[src/rtl/donut_pkg.sv]
// Shared definitions for the donut shading path: fixed-point format defaults
// (common to the squarer and the square-root block) and the isqrt FSM states.
package donut_pkg;

    // Operand width and fractional bits; DEF_FRAC matches the squarer's POST_SHIFT.
    localparam int DEF_N    = 16;
    localparam int DEF_FRAC = 8;

    typedef enum logic [1:0] {
        IDLE = 2'd0,
        BUSY = 2'd1,
        DONE = 2'd2
    } isqrt_state_t;

endpackage

[src/rtl/isqrt_step.sv]
// One restoring square-root iteration: bring down the next radicand bit pair,
// try subtracting (root<<2)|1, and shift the resulting root bit in.
module isqrt_step #(
    parameter int ITER = 12
) (
    input  logic [ITER+1:0] rem,
    input  logic [ITER-1:0] root,
    input  logic [1:0]      pair,
    output logic [ITER+1:0] rem_next,
    output logic [ITER-1:0] root_next
);

    logic [ITER+1:0] rem_sh;
    logic [ITER+1:0] trial;
    logic            ge;

    // Trial subtraction; the top bits lost by the shifts are provably zero
    // because the remainder never exceeds 2*root.
    always_comb begin
        rem_sh    = (rem << 2) | {{ITER{1'b0}}, pair};
        trial     = {root, 2'b01};
        ge        = (rem_sh >= trial);
        rem_next  = ge ? (rem_sh - trial) : rem_sh;
        root_next = (root << 1) | {{(ITER-1){1'b0}}, ge};
    end

endmodule

[src/rtl/isqrt.sv]
// Sequential fixed-point square root: floor(sqrt(x * 2^FRAC)) for a signed
// Q(N-FRAC).FRAC operand, one result bit per cycle, one operation in flight.
//
// Handshake: a transfer happens on a rising edge where valid && ready are both
// 1. in_ready is high only in IDLE, out_valid only in DONE, so they are never
// high together. Outputs hold steady in DONE until out_ready is seen.
// N + FRAC must be even so the radicand splits into whole bit pairs.
module isqrt
    import donut_pkg::*;
#(
    parameter int N    = DEF_N,
    parameter int FRAC = DEF_FRAC
) (
    input  logic         clk,
    input  logic         rst,
    input  logic         in_valid,
    output logic         in_ready,
    input  logic [N-1:0] in_data,
    output logic         out_valid,
    input  logic         out_ready,
    output logic [N-1:0] out_data,
    output logic         out_exact,
    output logic         out_neg
);

    localparam int RAD_W = N + FRAC;
    localparam int ITER  = RAD_W / 2;
    localparam int CNT_W = (ITER > 1) ? $clog2(ITER) : 1;

    isqrt_state_t     state, state_next;
    logic [RAD_W-1:0] rad;
    logic [ITER+1:0]  rem, rem_next;
    logic [ITER-1:0]  root, root_next;
    logic [CNT_W-1:0] cnt;
    logic             neg;

    isqrt_step #(.ITER(ITER)) u_step (
        .rem       (rem),
        .root      (root),
        .pair      (rad[RAD_W-1:RAD_W-2]),
        .rem_next  (rem_next),
        .root_next (root_next)
    );

    // State register.
    always_ff @(posedge clk or posedge rst) begin
        if (rst) state <= IDLE;
        else     state <= state_next;
    end

    // Next-state and handshake outputs.
    always_comb begin
        state_next = state;
        in_ready   = 1'b0;
        out_valid  = 1'b0;
        case (state)
            IDLE: begin
                in_ready = 1'b1;
                if (in_valid) state_next = BUSY;
            end
            BUSY: begin
                if (cnt == '0) state_next = DONE;
            end
            DONE: begin
                out_valid = 1'b1;
                if (out_ready) state_next = IDLE;
            end
            default: state_next = IDLE;
        endcase
    end

    // Datapath: load the pre-shifted radicand on accept, then iterate.
    // Negative operands run all iterations too so latency stays uniform.
    always_ff @(posedge clk or posedge rst) begin
        if (rst) begin
            rad  <= '0;
            rem  <= '0;
            root <= '0;
            cnt  <= '0;
            neg  <= 1'b0;
        end else begin
            case (state)
                IDLE: begin
                    if (in_valid) begin
                        rad  <= {in_data, {FRAC{1'b0}}};
                        rem  <= '0;
                        root <= '0;
                        cnt  <= CNT_W'(ITER - 1);
                        neg  <= in_data[N-1];
                    end
                end
                BUSY: begin
                    rad  <= rad << 2;
                    rem  <= rem_next;
                    root <= root_next;
                    if (cnt != '0) cnt <= cnt - 1'b1;
                end
                default: ;
            endcase
        end
    end

    // Result presentation: only driven in DONE, masked for negative operands.
    always_comb begin
        out_data  = '0;
        out_exact = 1'b0;
        out_neg   = 1'b0;
        if (state == DONE) begin
            out_neg = neg;
            if (!neg) begin
                out_data  = N'(root);
                out_exact = (rem == '0);
            end
        end
    end

endmodule

[config.mk]
export PLATFORM = sky130hd
export DESIGN_NAME = isqrt
export DESIGN_NICKNAME = d
export VERILOG_FILES = /design/src/rtl/donut_pkg.sv /design/src/rtl/isqrt_step.sv /design/src/rtl/isqrt.sv
export SDC_FILE = /design/constraint.sdc
export NUM_CORES = 1
export LEC_CHECK = 0
export CAP_MARGIN = 20
export CORE_ASPECT_RATIO = 0.9
export CORE_MARGIN = 10
export CORE_UTILIZATION = 33
export CTS_BUF_LIST = sky130_fd_sc_hd__clkbuf_8
export CTS_CLUSTER_DIAMETER = 200
export DETAILED_ROUTE_END_ITERATION = 6
export SKIP_CTS_REPAIR_TIMING = 1
export SYNTH_ARGS = -nofsm -noshare
export SYNTH_HDL_FRONTEND = slang
export SYNTH_HIERARCHICAL = 1
export SYNTH_SLANG_ARGS = --single-unit
[constraint.sdc]
create_clock -name clk -period 6.98 [get_ports clk]
set_input_delay 1.396 -clock clk [delete_from_list [all_inputs] [get_ports clk]]
set_output_delay 1.396 -clock clk [all_outputs]
set_load 0.02 [all_outputs]
After elaboration in Yosys (flattened, before gate mapping). Index checks and enable logic that the tools add are counted.

Register bits: 57. Output and inout port bits: 20. Word-level logic and storage cells: 47.

Add/sub/neg operators: 2. Magnitude comparators: 1. Eq/ne operators: 6. Multiplexer cells: 21. Bitwise gates (word level): 2. Reductions and logical operators: 9.

Operators by type and width (number): $pmux W24 S2 (1); $mux W14 (2); $pmux W14 S2 (1); $mux W12 (2); $mux W24 (1); $pmux W12 S2 (1); $mux W16 (1); $ge A14 B14 Y1 (1); $logic_not A14 Y1 (1); $or A14 B2 Y14 (1); $sub A14 B14 Y14 (1); $or A12 B1 Y12 (1); $mux W4 (2); $ne A2 B2 Y1 const B (4); $pmux W4 S2 (1); $mux W2 (3); $pmux W2 S3 (1); $reduce_and A3 Y1 (2); $mux W1 (5); $logic_not A4 Y1 (1); $reduce_and A2 Y1 (2); $reduce_bool A4 Y1 (1); $sub A4 B1 Y4 const B (1); $eq A2 B1 Y1 const B (1); 3 further kinds (3).

Logic depth before layout (Yosys ltp). Gate-level depths: netlist (run 1).

Depth in word-level cells: 4. Gate-level depth with buffers: 11. Gate-level depth less buffers: 9.

Hierarchy. Netlist (run 1), hierarchy kept.

Modules (own cells, without submodules): isqrt (times used 1, cells each 186, area an instance 2182.1 µm²); isqrt_step (times used 1, cells each 136, area an instance 1013.5 µm²).

Least setup slack after synthesis (run 1). OpenSTA, ideal clock, no wires.

Kind: register -> output. From: register rem[1]. To: output out_exact. Arrival time: 1.585 ns. Path slack: 3.999 ns. Stages on the path, launching flop included: 3. Path buffers: 0. Path through: dfrtp_1 or4_1 nor4_1.

Longest elaborated chain between the ends: 3.

Ends and longest elaborated chain: from (decl) (line isqrt.sv:32) `logic [ITER+1:0] rem, rem_next;`; from (signal assigned) (line isqrt.sv:94) `rem <= rem_next;`; $logic_not A14 Y1 (line isqrt.sv:112) `out_exact = (rem == '0);`; $mux W1 (line isqrt.sv:110) `if (!neg) begin`; $mux W1 (line isqrt.sv:108) `if (state == DONE) begin`; to (decl) (line isqrt.sv:22) `output logic out_exact,`.

No other way between the ends.

Final worst setup path (run 1).
From: register state[0]. To: output out_exact.

Longest elaborated chain between the ends: 2.

Ends and longest elaborated chain: from (decl) (line isqrt.sv:30) `isqrt_state_t state, state_next;`; from (signal assigned) (line isqrt.sv:48) `else state <= state_next;`; $eq A2 B2 Y1 (line isqrt.sv:108); $mux W1 (line isqrt.sv:108).

No other way between the ends.

==> flow_metrics.env, run 1 <==
export IMPL_vias=2334
export IMPL_async_flop_share_pct=100
export IMPL_ys_ff_latch=49
export IMPL_gp_congestion=0.786
export IMPL_yosys_area_top_type="dfrtp_1"
export IMPL_die_area_um2=14000
export IMPL_cp_slowest_cell="clkdlybuf4s50_1"
export IMPL_clkLatencyLatePin_ns=0.30
export IMPL_port_buffers=35
export IMPL_p_per_area_nw_per_um2=574
export IMPL_grt_pass1_vias=2334
export IMPL_endpoint_kind="output pin"
export IMPL_antenna_cells=0
export IMPL_path_clk_slew_ns=0.09
export IMPL_skew_ns=0.00758
export IMPL_required_ns=5.58
export IMPL_synth_edf_count=0
export IMPL_hpwlAfterDp_um=5210
export IMPL_coreArea_um2=9290
export IMPL_hold_violations=0
export IMPL_p_leak_nw=1.60
export IMPL_root_buffer="clkbuf_8"
export IMPL_drtIter0Drc=110
export IMPL_grt_util_all_layers_pct=10.2
export IMPL_reg2reg_from="root[7]$_DFFE_PP0P_"
export IMPL_grt_overflow_total=0
export IMPL_synth_cells=322
export IMPL_tns_ns=0
export IMPL_finalNetCount=375
export IMPL_synthFlopType="dfrtp_1"
export IMPL_maxSlewHeadroom_pct=59.0
export IMPL_dieWidth_um=124
export IMPL_hold_start="rad[20]$_DFFE_PP0P_"
export IMPL_regToRegEndpoint="rem[2]$_DFFE_PP0P_"
export IMPL_max_vdd_ir_drop_mv=0.266
export IMPL_status="completed"
export IMPL_netlist_area_um2=3200
export IMPL_dp_cells=453
export IMPL_crit_family="buffers and inverters"
export IMPL_cts_num_sinks=49
export IMPL_hold_depth=2
export IMPL_ff2ff_path_depth=9
export IMPL_antenna_found_initial=0
export IMPL_stdcell_count=462
export IMPL_synth_avg_cell_area_um2=9.92
export IMPL_yosysSeqAreaShare_pct=38.4
export IMPL_min_period_ns=3.72
export IMPL_cap_violations=0
export IMPL_fin_ws_ns=3.26
export IMPL_post_route_period_util_pct=53.2
export IMPL_wl_per_cell_um=15.2
export IMPL_routed_via_density=5.05
export IMPL_drc=0
export IMPL_crit_type="register to output pin"
export IMPL_hold_path_endpoint="rad[20]$_DFFE_PP0P_"
export IMPL_die_y_um=113
export IMPL_antenna_left=0
export IMPL_dp_slack_ns=3.55
export IMPL_htree_levels=2
export IMPL_layout_drive_gt1_share_pct=8.82
export IMPL_initial_utilization_pct=34.4
export IMPL_critPathMaxFanout=13
export IMPL_ys_types=53
export IMPL_startpoint_type="register"
export IMPL_rsz0062_at_grt="no"
export IMPL_rows=33
export IMPL_cts_buffer_depth=2
export IMPL_crit_chain="nor3b_1 > buf_4 > nand3_1 > nor4_1 > clkdlybuf4s50_1"
export IMPL_fillCellCount=941
export IMPL_drv_slew=0
export IMPL_cp_depth=5
export IMPL_final_cell_mix="dfrtp_1 (49), clkdlybuf4s50_1 (35), a22o_1 (27)"
export IMPL_syn_to_final_growth_pct=14.3
export IMPL_io_pins=40
export IMPL_slowest_delay_ns=0.68
export IMPL_yosys_area_top_type_share_pct=38.4
export IMPL_synthTopCellsByArea="dfrtp_1 (38%), a22o_1 (7.4%), ha_1 (6.3%)"
export IMPL_layout_cells_most_common="dfrtp_1"
export IMPL_grt_pass1_wl_um=11700
export IMPL_drt_wl_total_um=7010
export IMPL_setup_viol=0
export IMPL_grt_max_degree=50
export IMPL_fmax_mhz=269
export IMPL_numCtsBuffers=5
export IMPL_crit_arrival_ns=2.32
export IMPL_hold_path_class="register to register"
export IMPL_synth_warnings=6
export IMPL_path_buf_inv=2
export IMPL_regToRegSetupSlack_ns=4.09
export IMPL_worst_pin_slew_ns=0.613
export IMPL_cts_tree="done"
export IMPL_dr_pass1_iters=4
[registers in the layout, summed over array words and instances (netlist names)]
register and cells:
rem 14, root 12, neg 1, state 2, rad 16, cnt 4
[cell type report]
class	instances	area, µm²	share of cell area [%]
tap	122	153	4.18
clock buffer	6	82.6	2.26
inverter	23	86.3	2.36
timing repair buffer	39	400	11.0
sequential	49	1230	33.6
clock inverter	2	37.5	1.03
multi-input combinational	221	1670	45.7
[worst register-to-register path: stages, from the launching register on]
cell	delay [ns]
dfrtp_1	0.41
inv_1	0.07
ha_1	0.45
nand4_1	0.16
or4_1	0.56
a21oi_1	0.18
nor2_1	0.09
o21ai_4	0.23
mux2_2	0.42
a22o_1	0.20
[worst max path at each step]
| stage | startpoint | to | slack, ns |
|---|---|---|---|
| 2_1_floorplan | rem[1]$_DFFE_PP0P_ | out_exact | 4.00 |
| 3_3_place_gp | state[0]$_DFFE_PP0P_ | out_exact | 3.56 |
| 3_5_place_dp | state[0]$_DFFE_PP0P_ | out_exact | 3.55 |
| 4_1_cts | state[0]$_DFFE_PP0P_ | out_exact | 3.20 |
| 5_1_grt | state[0]$_DFFE_PP0P_ | out_exact | 3.05 |
| 6_report | state[0]$_DFFE_PP0P_ | out_exact | 3.26 |
[power by group]
part | switching (W) | internal [W]
Clock | 0.0000982 | 0.000117
Combinational | 0.000675 | 0.000672
Sequential | 0.000112 | 0.000422
[logic make-up (layout without fill, tap and decap cells)]
group | count (synthesis) | count (layout) | share of synthesized area, %
AOI/OAI and AO/OA | 85 | 85 | 19.7
buffers and inverters | 55 | 70 | 10.1
adders and majority gates | 16 | 16 | 6.26
muxes | 29 | 29 | 9.95
DFF | 49 | 49 | 38.4
xor gates and xnor gates | 11 | 11 | 3.01
and+or+nand+nor | 76 | 76 | 12.5
other | 1 | 4 | 0.117
[metal layers]
layer  share of wire, %  track usage [%]  wire length, µm  up-vias
met5                  0                0                0        -
met3                5.4             2.73              382        7
met1                 49             14.0             3410     1119
met4               0.96             2.40               67        0
met2                 45             15.4             3150       45
li1                   -                -                -     1163
[metrics by stage]
| stage | power (W) | utilization (%) | hold slack (ns) | area (µm²) |
|---|---|---|---|---|
| floorplan | 0.00172 | - | 0.449 | 3210 |
| global placement | 0.00186 | 37.7 | 0.461 | 3500 |
| detailed placement | 0.00188 | 37.8 | 0.470 | 3510 |
| CTS | 0.00211 | 39.1 | 0.491 | 3630 |
| global route | 0.00230 | 39.3 | 0.520 | 3650 |
| finish | 0.00210 | 39.3 | 0.485 | 3650 |
[cell usage after synthesis, types with 3 or more instances]
master and count:
dfrtp_1 49, a22o_1 27, nand2_1 24, inv_1 23, buf_4 19, mux2i_1 19
o21ai_0 19, ha_1 16, and2_1 14, a21oi_1 9, nor2_1 8, xnor2_1 7
mux2_2 6, nand3_1 6, a211oi_1 4, buf_2 4, clkbuf_1 4, mux2_4 4
nor2b_1 4, xor2_1 4, a21o_1 3, buf_6 3, nand2b_1 3, nor3_1 3
nor4_1 3, or4_1 3
(Power assumes the default switching activity.)
==> run 2: changes to the inputs <==
Clock period 6.98 ns to 3.6 ns, I/O delays scaled along.
==> flow_metrics.env, run 2 (synthesis gave the netlist of run 1 again) <==
export IMPL_root_buffer="clkbuf_8"
export IMPL_p_per_area_nw_per_um2=1100
export IMPL_tns_ns=0
export IMPL_place_area_um2=3520
export IMPL_max_vdd_ir_drop_mv=0.411
export IMPL_htree_levels=2
export IMPL_grt_pass1_vias=2407
export IMPL_numCtsBuffers=5
export IMPL_clkLatencyLatePin_ns=0.30
export IMPL_drv_slew=0
export IMPL_dr_pass1_iters=4
export IMPL_die_y_um=113
export IMPL_layout_cells_most_common="dfrtp_1"
export IMPL_min_period_ns=3.06
export IMPL_fmax_mhz=327
export IMPL_grt_overflow_total=0
export IMPL_dieWidth_um=124
export IMPL_cts_num_sinks=49
export IMPL_startpoint_type="register"
export IMPL_reg_top3="rad (16), rem (14), root (12)"
export IMPL_slowest_delay_ns=0.68
export IMPL_grt_util_all_layers_pct=10.3
export IMPL_fillCellCount=933
export IMPL_grt_pass1_wl_um=11800
export IMPL_setup_viol=0
export IMPL_p_clk_share_pct=7.7
export IMPL_status="completed"
export IMPL_critPathMaxFanout=13
export IMPL_hold_depth=2
export IMPL_crit_arrival_ns=2.34
export IMPL_coreArea_um2=9290
export IMPL_cp_slowest_cell="clkdlybuf4s50_1"
export IMPL_finalNetCount=375
export IMPL_required_ns=2.88
export IMPL_drc=0
export IMPL_io_pins=40
export IMPL_gp_congestion=0.796
export IMPL_cts_buffer_depth=2
export IMPL_top_register="rad"
export IMPL_antenna_found_initial=0
export IMPL_hold_violations=0
export IMPL_skew_ns=0.00581
export IMPL_hold_path_class="register to register"
export IMPL_syn_to_final_growth_pct=13.0
export IMPL_routed_via_density=5.15
export IMPL_initial_utilization_pct=34.4
export IMPL_regToRegEndpoint="rem[7]$_DFFE_PP0P_"
export IMPL_switching_power_w=0.00173
export IMPL_vias=2370
export IMPL_antenna_cells=0
export IMPL_hpwlAfterDp_um=5250
export IMPL_endpoint_kind="output pin"
export IMPL_final_cell_mix="dfrtp_1 (49), clkdlybuf4s50_1 (35), a22o_1 (27)"
export IMPL_p_int_w=0.00225
export IMPL_switching_share_pct=43.4
export IMPL_cp_startpoint="state[0]$_DFFE_PP0P_"
export IMPL_crit_chain="nor3b_1 > buf_4 > nand3_1 > nor4_1 > clkdlybuf4s50_1"
export IMPL_maxSlewHeadroom_pct=58.4
export IMPL_seq_power_share_pct=26.5
export IMPL_p_leak_nw=1.58
export IMPL_layout_drive_gt1_share_pct=8.28
export IMPL_die_area_um2=14000
export IMPL_port_buffers=35
export IMPL_hold_start="rad[19]$_DFFE_PP0P_"
export IMPL_drt_wl_total_um=7110
export IMPL_p_comb_share_pct=65.8
export IMPL_rows=33
export IMPL_cts_tree="done"
export IMPL_crit_type="register to output pin"
export IMPL_ff2ff_path_depth=8
export IMPL_crit_family="buffers and inverters"
export IMPL_reg2reg_from="rem[7]$_DFFE_PP0P_"
export IMPL_path_buf_inv=2
export IMPL_grt_max_degree=50
export IMPL_hold_path_endpoint="rad[19]$_DFFE_PP0P_"
export IMPL_final_area_um2=3610
export IMPL_wl_per_cell_um=15.4
export IMPL_regToRegSetupSlack_ns=0.75
export IMPL_antenna_left=0
export IMPL_cap_violations=0
export IMPL_path_clk_slew_ns=0.08
export IMPL_worst_pin_slew_ns=0.622
export IMPL_rsz0062_at_grt="no"
export IMPL_post_route_period_util_pct=84.9
export IMPL_drtIter0Drc=116
export IMPL_largest_reg_flops=16
## run 2: power by group through the flow
stage / logic [W] / registers (W) / clock network, W
floorplan: 0.00235 / 0.000975 / 0
global placement: 0.00255 / 0.00106 / 0
detailed placement: 0.00260 / 0.00106 / 0
CTS: 0.00261 / 0.00105 / 0.000316
global route: 0.00290 / 0.00109 / 0.000337
finish: 0.00262 / 0.00105 / 0.000306
## run 2: final cells by class
class	count	area [µm²]	area share [%]
clock inverter	1	5.00	0.139
sequential	49	1230	33.9
clock buffer	5	68.8	1.91
inverter	23	86.3	2.39
tap	122	153	4.23
timing repair buffer	39	405	11.2
multi-input combinational	221	1670	46.2
## run 2: metrics by stage
step           std cells  setup WS (ns)  power (W)  util (%)  hold WS [ns]
4_1_cts              459          0.484    0.00398      38.7         0.493
3_5_place_dp         453          0.787    0.00366      37.9         0.472
2_1_floorplan        325           1.11    0.00333         -         0.449
6_report             460          0.544    0.00398      38.9         0.489
3_3_place_gp         453          0.857    0.00360      37.9         0.464
5_1_grt              460          0.350    0.00433      38.9         0.529
## run 2: worst max path at each step
stage,end,slack (ns),cells after the start
after global routing,out_exact,0.35,5
after CTS,out_exact,0.48,5
after floorplan,rem[10]$_DFFE_PP0P_,1.11,10
after global placement,out_exact,0.86,5
after detailed placement,rem[7]$_DFFE_PP0P_,0.79,8
final,out_exact,0.54,5
## run 2: worst reg2reg max path, cell delays in order (launching register included)
cell	delay, ns
dfrtp_1	0.43
ha_1	0.50
nand4_1	0.17
or4_1	0.56
a21oi_1	0.16
nor2_1	0.08
o21ai_4	0.24
mux2_2	0.41
a22o_1	0.21
## run 2: per-layer routing
metal | wire, µm | global-route usage, % | vias up | part of all wire (%)
met1 | 3430 | 13.7 | 1160 | 48
met5 | 0 | 0 | - | 0
met2 | 3240 | 15.8 | 44 | 46
met3 | 366 | 3.08 | 6 | 5.2
li1 | - | - | 1160 | -
met4 | 70 | 2.25 | 0 | 0.99
